[src/rtl/nn_stream_sequencer_pkg.sv]
// Shared word format, state encoding and sizing helper for nn_stream_sequencer.
// Words are signed fixed point: INTEGER_WIDTH integral bits over FRACTION_WIDTH fraction bits.
package nn_stream_sequencer_pkg;

  localparam int INTEGER_WIDTH  = 8;
  localparam int FRACTION_WIDTH = 8;
  localparam int WORD_WIDTH     = INTEGER_WIDTH + FRACTION_WIDTH;

  typedef struct packed {
    logic signed [INTEGER_WIDTH-1:0] integral;
    logic [FRACTION_WIDTH-1:0]       fraction;
  } word_t;

  typedef enum logic [1:0] {
    LOAD  = 2'd0,
    RUN   = 2'd1,
    DRAIN = 2'd2
  } seq_state_t;

  // Counter/index width that never collapses to zero bits.
  function automatic int idx_width(input int n);
    return (n > 1) ? $clog2(n) : 1;
  endfunction

endpackage

[src/rtl/nn_stream_sequencer_if.sv]
// Stream and network-side bundle for nn_stream_sequencer; out_class exists only with ARGMAX_EN.
// Handshake: a beat happens on a rising edge where valid && ready; the sender holds data while valid && !ready.
interface nn_stream_sequencer_if
  import nn_stream_sequencer_pkg::*;
#(
  parameter int NUM_INPUTS  = 10,
  parameter int NUM_OUTPUTS = 10
);
  localparam int CW = idx_width(NUM_OUTPUTS);

  word_t                   in_data;
  logic                    in_valid;
  logic                    in_ready;
  word_t [NUM_INPUTS-1:0]  nn_inputs;
  logic                    nn_inputs_ready;
  word_t [NUM_OUTPUTS-1:0] nn_outputs;
  logic                    nn_outputs_ready;
  word_t                   out_data;
  logic                    out_valid;
  logic                    out_ready;
  logic                    out_last;
`ifdef ARGMAX_EN
  logic [CW-1:0]           out_class;
`endif
  logic                    busy;
  seq_state_t              state;

`ifdef ARGMAX_EN
  modport master (
    input  in_data, in_valid, nn_outputs, nn_outputs_ready, out_ready,
    output in_ready, nn_inputs, nn_inputs_ready, out_data, out_valid, out_last,
           out_class, busy, state
  );
  modport slave (
    output in_data, in_valid, nn_outputs, nn_outputs_ready, out_ready,
    input  in_ready, nn_inputs, nn_inputs_ready, out_data, out_valid, out_last,
           out_class, busy, state
  );
`else
  modport master (
    input  in_data, in_valid, nn_outputs, nn_outputs_ready, out_ready,
    output in_ready, nn_inputs, nn_inputs_ready, out_data, out_valid, out_last,
           busy, state
  );
  modport slave (
    output in_data, in_valid, nn_outputs, nn_outputs_ready, out_ready,
    input  in_ready, nn_inputs, nn_inputs_ready, out_data, out_valid, out_last,
           busy, state
  );
`endif

endinterface

[src/rtl/nn_stream_sequencer_argmax_tracker.sv]
// Running signed max/index over words presented in index order; used only when ARGMAX_EN is defined.
// class_index updates once, when the final index is presented, and holds until the next pass.
module argmax_tracker
  import nn_stream_sequencer_pkg::*;
#(
  parameter int NUM_WORDS = 10,
  parameter int IW        = idx_width(NUM_WORDS)
) (
  input  logic          clock,
  input  logic          reset,
  input  word_t         word,
  input  logic [IW-1:0] index,
  input  logic          strobe,
  input  logic          clear,
  output logic [IW-1:0] class_index
);
  localparam logic [IW-1:0] LAST_INDEX = IW'(NUM_WORDS - 1);

  logic signed [WORD_WIDTH-1:0] run_max;
  logic [IW-1:0]                run_idx;
  logic signed [WORD_WIDTH-1:0] word_s;
  logic                         take;
  logic [IW-1:0]                best_idx;

  // Strictly greater keeps the earliest index on ties.
  assign word_s   = $signed(word);
  assign take     = clear || (word_s > run_max);
  assign best_idx = take ? index : run_idx;

  always_ff @(posedge clock or posedge reset) begin
    if (reset) begin
      run_max     <= '0;
      run_idx     <= '0;
      class_index <= '0;
    end else if (strobe) begin
      if (take) begin
        run_max <= word_s;
        run_idx <= index;
      end
      if (index == LAST_INDEX) class_index <= best_idx;
    end
  end

endmodule

[src/rtl/nn_stream_sequencer.sv]
// Streams samples into the network input array, waits for its result, then streams results out.
// Define ARGMAX_EN to add the out_class argmax output.
module nn_stream_sequencer
  import nn_stream_sequencer_pkg::*;
#(
  parameter int NUM_INPUTS  = 10,
  parameter int NUM_OUTPUTS = 10
) (
  input logic            clock,
  input logic            reset,
  nn_stream_sequencer_if.master bus
);
  localparam int IW = idx_width(NUM_INPUTS);
  localparam int OW = idx_width(NUM_OUTPUTS);
  localparam logic [IW-1:0] IN_LAST  = IW'(NUM_INPUTS - 1);
  localparam logic [OW-1:0] OUT_LAST = OW'(NUM_OUTPUTS - 1);

  seq_state_t    state;
  logic [IW-1:0] in_count;
  logic [OW-1:0] out_count;
  logic [OW-1:0] next_count;
  word_t         buffer [NUM_OUTPUTS];
  logic          in_beat;
  logic          out_beat;

  assign in_beat    = bus.in_valid && bus.in_ready;
  assign out_beat   = bus.out_valid && bus.out_ready;
  assign next_count = out_count + 1'b1;
  assign bus.state  = state;

  // Capture buffer lets the network change its outputs while we drain.
  always_ff @(posedge clock) begin
    if (state == RUN && bus.nn_outputs_ready) begin
      for (int i = 0; i < NUM_OUTPUTS; i++) buffer[i] <= bus.nn_outputs[i];
    end
  end

  always_ff @(posedge clock or posedge reset) begin
    if (reset) begin
      state               <= LOAD;
      in_count            <= '0;
      out_count           <= '0;
      bus.in_ready        <= 1'b1;
      bus.nn_inputs       <= '0;
      bus.nn_inputs_ready <= 1'b0;
      bus.out_valid       <= 1'b0;
      bus.out_data        <= '0;
      bus.out_last        <= 1'b0;
      bus.busy            <= 1'b0;
    end else begin
      case (state)
        LOAD: begin
          if (in_beat) begin
            bus.nn_inputs[in_count] <= bus.in_data;
            if (in_count == IN_LAST) begin
              in_count            <= '0;
              bus.in_ready        <= 1'b0;
              bus.nn_inputs_ready <= 1'b1;
              bus.busy            <= 1'b1;
              state               <= RUN;
            end else begin
              in_count <= in_count + 1'b1;
            end
          end
        end
        RUN: begin
          if (bus.nn_outputs_ready) begin
            bus.nn_inputs_ready <= 1'b0;
            bus.out_valid       <= 1'b1;
            bus.out_data        <= bus.nn_outputs[0];
            bus.out_last        <= (OUT_LAST == '0);
            out_count           <= '0;
            state               <= DRAIN;
          end
        end
        DRAIN: begin
          if (out_beat) begin
            if (bus.out_last) begin
              out_count     <= '0;
              bus.out_valid <= 1'b0;
              bus.out_last  <= 1'b0;
              bus.in_ready  <= 1'b1;
              bus.busy      <= 1'b0;
              state         <= LOAD;
            end else begin
              out_count    <= next_count;
              bus.out_data <= buffer[next_count];
              bus.out_last <= (next_count == OUT_LAST);
            end
          end
        end
        default: state <= LOAD;
      endcase
    end
  end

`ifdef ARGMAX_EN
  word_t         trk_word;
  logic [OW-1:0] trk_index;
  logic          trk_strobe;
  logic          trk_clear;

  // Feed the tracker each word as it is loaded into out_data, so the result is final with out_last.
  always_comb begin
    trk_word   = buffer[next_count];
    trk_index  = next_count;
    trk_clear  = 1'b0;
    trk_strobe = (state == DRAIN) && out_beat && !bus.out_last;
    if (state == RUN) begin
      trk_word   = bus.nn_outputs[0];
      trk_index  = '0;
      trk_clear  = 1'b1;
      trk_strobe = bus.nn_outputs_ready;
    end
  end

  argmax_tracker #(.NUM_WORDS(NUM_OUTPUTS)) u_argmax (
    .clock       (clock),
    .reset       (reset),
    .word        (trk_word),
    .index       (trk_index),
    .strobe      (trk_strobe),
    .clear       (trk_clear),
    .class_index (bus.out_class)
  );
`endif

endmodule

[src/flat_wrapper.sv]
// flat-port wrapper written by rule: the top's interface ports become plain ports
module nn_stream_sequencer_flat import nn_stream_sequencer_pkg::*;
#(
  parameter int NUM_INPUTS  = 10,
  parameter int NUM_OUTPUTS = 10
)
  (clock, reset, bus_in_data, bus_in_valid, bus_nn_outputs, bus_nn_outputs_ready, bus_out_ready, bus_in_ready, bus_nn_inputs, bus_nn_inputs_ready, bus_out_data, bus_out_valid, bus_out_last, bus_busy, bus_state);
  nn_stream_sequencer_if #(.NUM_INPUTS(NUM_INPUTS), .NUM_OUTPUTS(NUM_OUTPUTS)) bus_i ();
  input logic clock;
  input logic reset;
  input wire logic [$bits(bus_i.in_data)-1:0] bus_in_data;
  input wire logic [$bits(bus_i.in_valid)-1:0] bus_in_valid;
  input wire logic [$bits(bus_i.nn_outputs)-1:0] bus_nn_outputs;
  input wire logic [$bits(bus_i.nn_outputs_ready)-1:0] bus_nn_outputs_ready;
  input wire logic [$bits(bus_i.out_ready)-1:0] bus_out_ready;
  output wire logic [$bits(bus_i.in_ready)-1:0] bus_in_ready;
  output wire logic [$bits(bus_i.nn_inputs)-1:0] bus_nn_inputs;
  output wire logic [$bits(bus_i.nn_inputs_ready)-1:0] bus_nn_inputs_ready;
  output wire logic [$bits(bus_i.out_data)-1:0] bus_out_data;
  output wire logic [$bits(bus_i.out_valid)-1:0] bus_out_valid;
  output wire logic [$bits(bus_i.out_last)-1:0] bus_out_last;
  output wire logic [$bits(bus_i.busy)-1:0] bus_busy;
  output wire logic [$bits(bus_i.state)-1:0] bus_state;
  assign bus_i.in_data = bus_in_data;
  assign bus_i.in_valid = bus_in_valid;
  assign bus_i.nn_outputs = bus_nn_outputs;
  assign bus_i.nn_outputs_ready = bus_nn_outputs_ready;
  assign bus_i.out_ready = bus_out_ready;
  assign bus_in_ready = bus_i.in_ready;
  assign bus_nn_inputs = bus_i.nn_inputs;
  assign bus_nn_inputs_ready = bus_i.nn_inputs_ready;
  assign bus_out_data = bus_i.out_data;
  assign bus_out_valid = bus_i.out_valid;
  assign bus_out_last = bus_i.out_last;
  assign bus_busy = bus_i.busy;
  assign bus_state = bus_i.state;
  nn_stream_sequencer #(.NUM_INPUTS(NUM_INPUTS), .NUM_OUTPUTS(NUM_OUTPUTS)) u_core (.clock(clock), .reset(reset), .bus(bus_i));
endmodule
[config.mk]
export PLATFORM = sky130hd
export DESIGN_NAME = nn_stream_sequencer_flat
export DESIGN_NICKNAME = d
export VERILOG_FILES = /design/src/rtl/nn_stream_sequencer_pkg.sv /design/src/rtl/nn_stream_sequencer_if.sv /design/src/rtl/nn_stream_sequencer_argmax_tracker.sv /design/src/rtl/nn_stream_sequencer.sv /design/src/flat_wrapper.sv
export SDC_FILE = /design/constraint.sdc
export NUM_CORES = 1
export LEC_CHECK = 0
export CELL_PAD_IN_SITES_DETAIL_PLACEMENT = 0
export CELL_PAD_IN_SITES_GLOBAL_PLACEMENT = 2
export CORE_MARGIN = 8
export CORE_UTILIZATION = 34
export DETAILED_ROUTE_END_ITERATION = 16
export PLACE_DENSITY = 0.83
export SYNTH_ARGS = -nofsm -noshare
export SYNTH_HDL_FRONTEND = slang
export SYNTH_SLANG_ARGS = --single-unit
[constraint.sdc]
create_clock -name clock -period 6.85 [get_ports clock]
set_input_delay 0.685 -clock clock [delete_from_list [all_inputs] [get_ports clock]]
set_output_delay 0.685 -clock clock [all_outputs]
set_load 0.02 [all_outputs]
Word level (Yosys, flattened, before mapping) --
Memory sizes are Yosys's and may differ from the RTL's. Cells that the tools add are included.
Cells by class: $add $sub $neg 2, magnitude comparators 2, eq/ne operators 10, multiplexer cells 37, reductions and logical operators 15
Operators with widths (count):
- bitwise mux 160 bit | 1
- demux 16 bit (select 4 bit) | 1
- two-way mux 16 bit | 4
- case mux 16 bit (2 select lines) | 1
- two-way mux 4 bit | 4
- two-way mux 1 bit | 14
- AND reduction 4 bit | 3
- two-way mux 2 bit | 5
- case mux 1 bit (2 select lines) | 5
- AND reduction 5 bit | 2
- adder 4 x 1 -> 4 bit, second input constant | 2
- equality test 4 bit, second input constant | 2
- inequality test 2 x 1 -> 1 bit, second input constant | 4
- case mux 4 bit (2 select lines) | 1
- case mux 2 bit (3 select lines) | 1
- nonzero test 2 bit | 3
- < comparator 4 x 5 -> 1 bit, second input constant | 1
- greater-or-equal comparator 4 x 1 -> 1 bit, second input constant | 1
- logical AND 1 bit | 4
- inequality test 2 bit, second input constant | 2
- AND reduction 3 bit | 1
- equality test 2 x 1 -> 1 bit, second input constant | 1
- equality test 2 bit, second input constant | 1
- zero test 2 bit | 1
- AND reduction 2 bit | 1
Storage, ports and cells: flip-flop bits (word level) 191, memory bits (writable) 160, input bits 181, output and inout port bits 183, word-level logic and storage cells 97, memories 1
Memories:
- u_core.buffer | words 10, bits a word 16, read ports 1, clocked after Yosys merged registers in 0, write ports 10, line nn_stream_sequencer.sv:22 | word_t buffer [NUM_OUTPUTS];

Logic depth before layout (Yosys ltp) --
word-level depth 5, depth in mapped cells 10, depth with buffers taken out 6

Worst setup path after synthesis --
No wires, ideal clock.
path type input -> register, start input port bus_nn_outputs_ready, end register, netlist name u_core.bus.out_data[0], setup time 0.097 ns, arrival 6.074 ns, required time 6.753 ns, path slack 0.679 ns, cell stages on the path 4, buffers on the path 1, path through and3b_1 > clkbuf_1 > a22oi_1 > o21ai_0
Between the ends: word-level cells in the longest chain between the ends 2
RTL lines:
- start: declaration | line flat_wrapper.sv:14 | input wire logic [$bits(bus_i.nn_outputs_ready)-1:0] bus_nn_outputs_ready;
- inequality test 2 bit (no source line)
- AND reduction 4 bit (no source line)
Every way passes these cells. A chain may end at the register's enable or synchronous reset.

Worst setup path after layout --
start register u_core.out_count[0], end register, netlist name u_core.bus.out_data[12]
Between the ends: word-level cells in the longest chain between the ends 5
RTL lines:
- start: declaration | line nn_stream_sequencer.sv:20 | logic [OW-1:0] out_count;
- start signal: assignment | line nn_stream_sequencer.sv:86 | out_count <= next_count;
- adder 4 x 1 -> 4 bit | line nn_stream_sequencer.sv:28 | assign next_count = out_count + 1'b1;
- memory (10 x 16 bit)
- two-way mux 16 bit | line nn_stream_sequencer.sv:78 | if (bus.out_last) begin
- two-way mux 16 bit | line nn_stream_sequencer.sv:77 | if (out_beat) begin
- case mux 16 bit (2 select lines) | line nn_stream_sequencer.sv:51 | case (state)
Every way passes these cells. The select of a mux whose other input is x is not followed.

==> flow_summary.toml <==
[timing]
hold_viol = 0
post-route-min-period_ns = 3.03
fin_tns_setup_ns = 0
setup_viol = 0
final.period_utilization = 0.442
slew_headroom = 0.254
worst_pin_slew_ns = 1.12
rsz0062_at_grt = "no"
fin_ws_ns = 3.82
hold_ws_ns = 0.501
clock_skew_ns = 0.0158
drv_slew = 0
fmax_mhz = 330

[synthesis]
synth_edf_count = 160
ys_async_sr_fraction = 0.544
synth.most_common_cell = "dfrtp_1"
yosys_warnings = 0
yosys.area.top_type_share = 0.352
synthTopCellsByArea = "edfxtp_1 35%, dfrtp_1 35%, mux2_2 15%"
synth_seq_cells = 351
synth_nets = 1030
ys_seq_area_frac = 0.701
yosys.area.top_type = "edfxtp_1"
avgSynthCellArea_sq_um = 16.1
synth_flop_cell = "dfrtp_1"
netlist_area_sq_um = 13700
synthTopCellsByCount = "190 x dfrtp_1, 176 x mux2_2, 160 x edfxtp_1"
synth_cell_types = 41
synth_cells = 847

[global_routing]
grt_pass1_wl_mm = 62.4
grt_antenna_before_repair = 2
grtUsageTotal = 0.176
grt.overflow.total = 0
grt_max_degree = 116
grt_pass1_vias = 9347

[die]
coreArea_sq_um = 39700
die_h_um = 216
die_width_um = 216
ios = 364
start_util = 0.344
dieArea_sq_um = 46900
std_cell_rows = 73

[route]
detailedRoute.firstPassIterationCount = 5
routed_wirelength_mm = 41.7
routed-via-count = 8630
wl_per_cell_um = 23.6
viasPerCell = 4.89
drcViolationCount = 0
ant_nets = 0
drt-initial-drc-count = 445

[clocking]
cts_max_path_buffers = 3
clock-root-buffer = "clkbuf_16"
numCtsBuffers = 41
clk_latency_ns = 0.55
htreeDepth = 2
cts_setup_buffers = 0
cts_tree = "yes"
cts_resized = 0
hold_buffers = 0
clk_pin_slew_ns = 0.06
clkSinkCount = 351

[critical_path]
r2r_cells = 6
crit_fanout = 52
crit_path_start_kind = "flip-flop"
crit_arrival_ns = 3.44
path_cells = "buf_4 > ha_1 > xor2_4 > nand3_1 > a41oi_1 > o21ai_0"
cp_top_family = "XOR/XNOR gates"
cp_data_required_time_ns = 7.26
cp_num_cells = 6
critPathKind = "flip-flop to flip-flop"
max_stage_delay_ns = 0.79
cp_num_buf_inv = 1
end_kind = "flip-flop"
reg2reg_slack_ns = 3.82
crit_slowest_cell = "xor2_4"

[power_and_ir_drop]
p_per_area_nw_per_um2 = 306
internal_power_mw = 4.23
combPwrFrac = 0.229
power_frac_seq = 0.393
peakVddDrop_uv = 267
power.leakage_nw = 7.89
netSwitchingPower_mw = 1.65
switching_share = 0.281
p_clk_frac = 0.378
p_total_mw = 5.88

[layout]
fin_cells = 1766
drive_gt1_frac = 0.211
fillCellCount = 3507
postLayoutCoreUtil = 0.484
design_area_sq_um = 19200
fin_nets = 1390
area_growth_pct = 40.8

[placement]
post-place-ws_ns = 3.58
place.port_buffers = 363
dp.cells = 1689
dpl_cell_area_sq_um = 17900
finalWeightedCongestion = 0.763
dp_hpwl_mm = 28.7

[run]
maxCapViolCount = 0

[hold_path]
hold_path.class = "flip-flop to flip-flop"
hold_depth = 1

[outcome]
status = "completed"
worst register-to-register path, cell delays in order (launching register included):
cell     delay [ns]
dfrtp_2        0.35
buf_4          0.54
ha_1           0.47
xor2_4         0.79
nand3_1        0.18
a41oi_1        0.42
o21ai_0        0.14
power groups by stage:
stage	Combinational [mW]	Sequential, mW	Clock, mW
CTS	1.38	2.31	2.29
finish	1.35	2.31	2.22
detailed placement	1.37	2.35	0
floorplan	0.789	2.40	0
global placement	1.37	2.35	0
global route	1.45	2.32	2.36
worst paths after layout:
path | startpoint | to
hold reg to reg | u_core.bus.nn_inputs[93]$_DFFE_PP0P_ | u_core.bus.nn_inputs[93]$_DFFE_PP0P_
hold / removal | u_core.bus.nn_inputs[93]$_DFFE_PP0P_ | u_core.bus.nn_inputs[93]$_DFFE_PP0P_
setup / recovery | u_core.out_count[0]$_DFFE_PP0P_ | u_core.bus.out_data[12]$_DFFE_PP0P_
min in group asynchronous | reset | u_core.bus.out_data[4]$_DFFE_PP0P_
setup reg to reg | u_core.out_count[0]$_DFFE_PP0P_ | u_core.bus.out_data[12]$_DFFE_PP0P_
max in group asynchronous | reset | u_core.bus.nn_inputs[96]$_DFFE_PP0P_
cells by family (layout without fill, tap and decap cells):
| logic type | Yosys count | count (layout) | share of synthesized area |
|---|---|---|---|
| flops | 351 | 351 | 0.701 |
| simple gates | 102 | 102 | 0.0410 |
| mux | 240 | 240 | 0.192 |
| fa+ha+maj | 2 | 2 | 0.00183 |
| xor+xnor | 7 | 7 | 0.00449 |
| compound gates | 79 | 79 | 0.0384 |
| other cells | 0 | 2 | 0 |
| buf+inv | 66 | 458 | 0.0211 |
layer usage:
layer | wire (um) | global-route usage | vias to the layer above
li1 | - | - | 3898
met1 | 17900 | 0.222 | 4377
met2 | 18900 | 0.274 | 304
met3 | 4240 | 0.0780 | 47
met4 | 655 | 0.0424 | 4
met5 | 23 | 0 | -
state kept, by name (all words and copies together), names as in the netlist:
| register | count |
|---|---|
| u_core.bus.in_ready | 1 |
| u_core.bus.out_data | 16 |
| u_core.bus.out_valid | 1 |
| u_core.bus.busy | 1 |
| u_core.buffer | 160 |
| u_core.bus.out_last | 1 |
| u_core.in_count | 4 |
| u_core.bus.nn_inputs_ready | 1 |
| u_core.bus.state | 2 |
| u_core.bus.nn_inputs | 160 |
| u_core.out_count | 4 |
cells in the final DEF, fill, tap and decap left out, types with 3 or more instances in the layout:
cell	count
clkdlybuf4s50_1	363
clkbuf_8	6
nand3_1	67
a41oi_1	16
clkbuf_16	43
buf_4	12
nand2_2	3
nand2_1	11
edfxtp_1	160
clkinv_1	3
dfrtp_1	189
nor2b_1	3
mux2_2	176
clkbuf_1	15
nor2_1	5
o21ai_0	35
a22oi_1	16
bufinv_16	4
inv_1	7
mux2i_1	64
cell type report:
class,instances,area [sq um],area share
repair buffers,375,3720,0.194
clock buffers,64,1210,0.0631
flip-flops and latches,351,9590,0.498
clock inverters,11,163,0.00845
multi-input cells,430,3850,0.200
diodes,2,5.00,0.000260
inverters,8,37.5,0.00195
well taps,525,657,0.0341
Power figures use the tool's default switching activity.
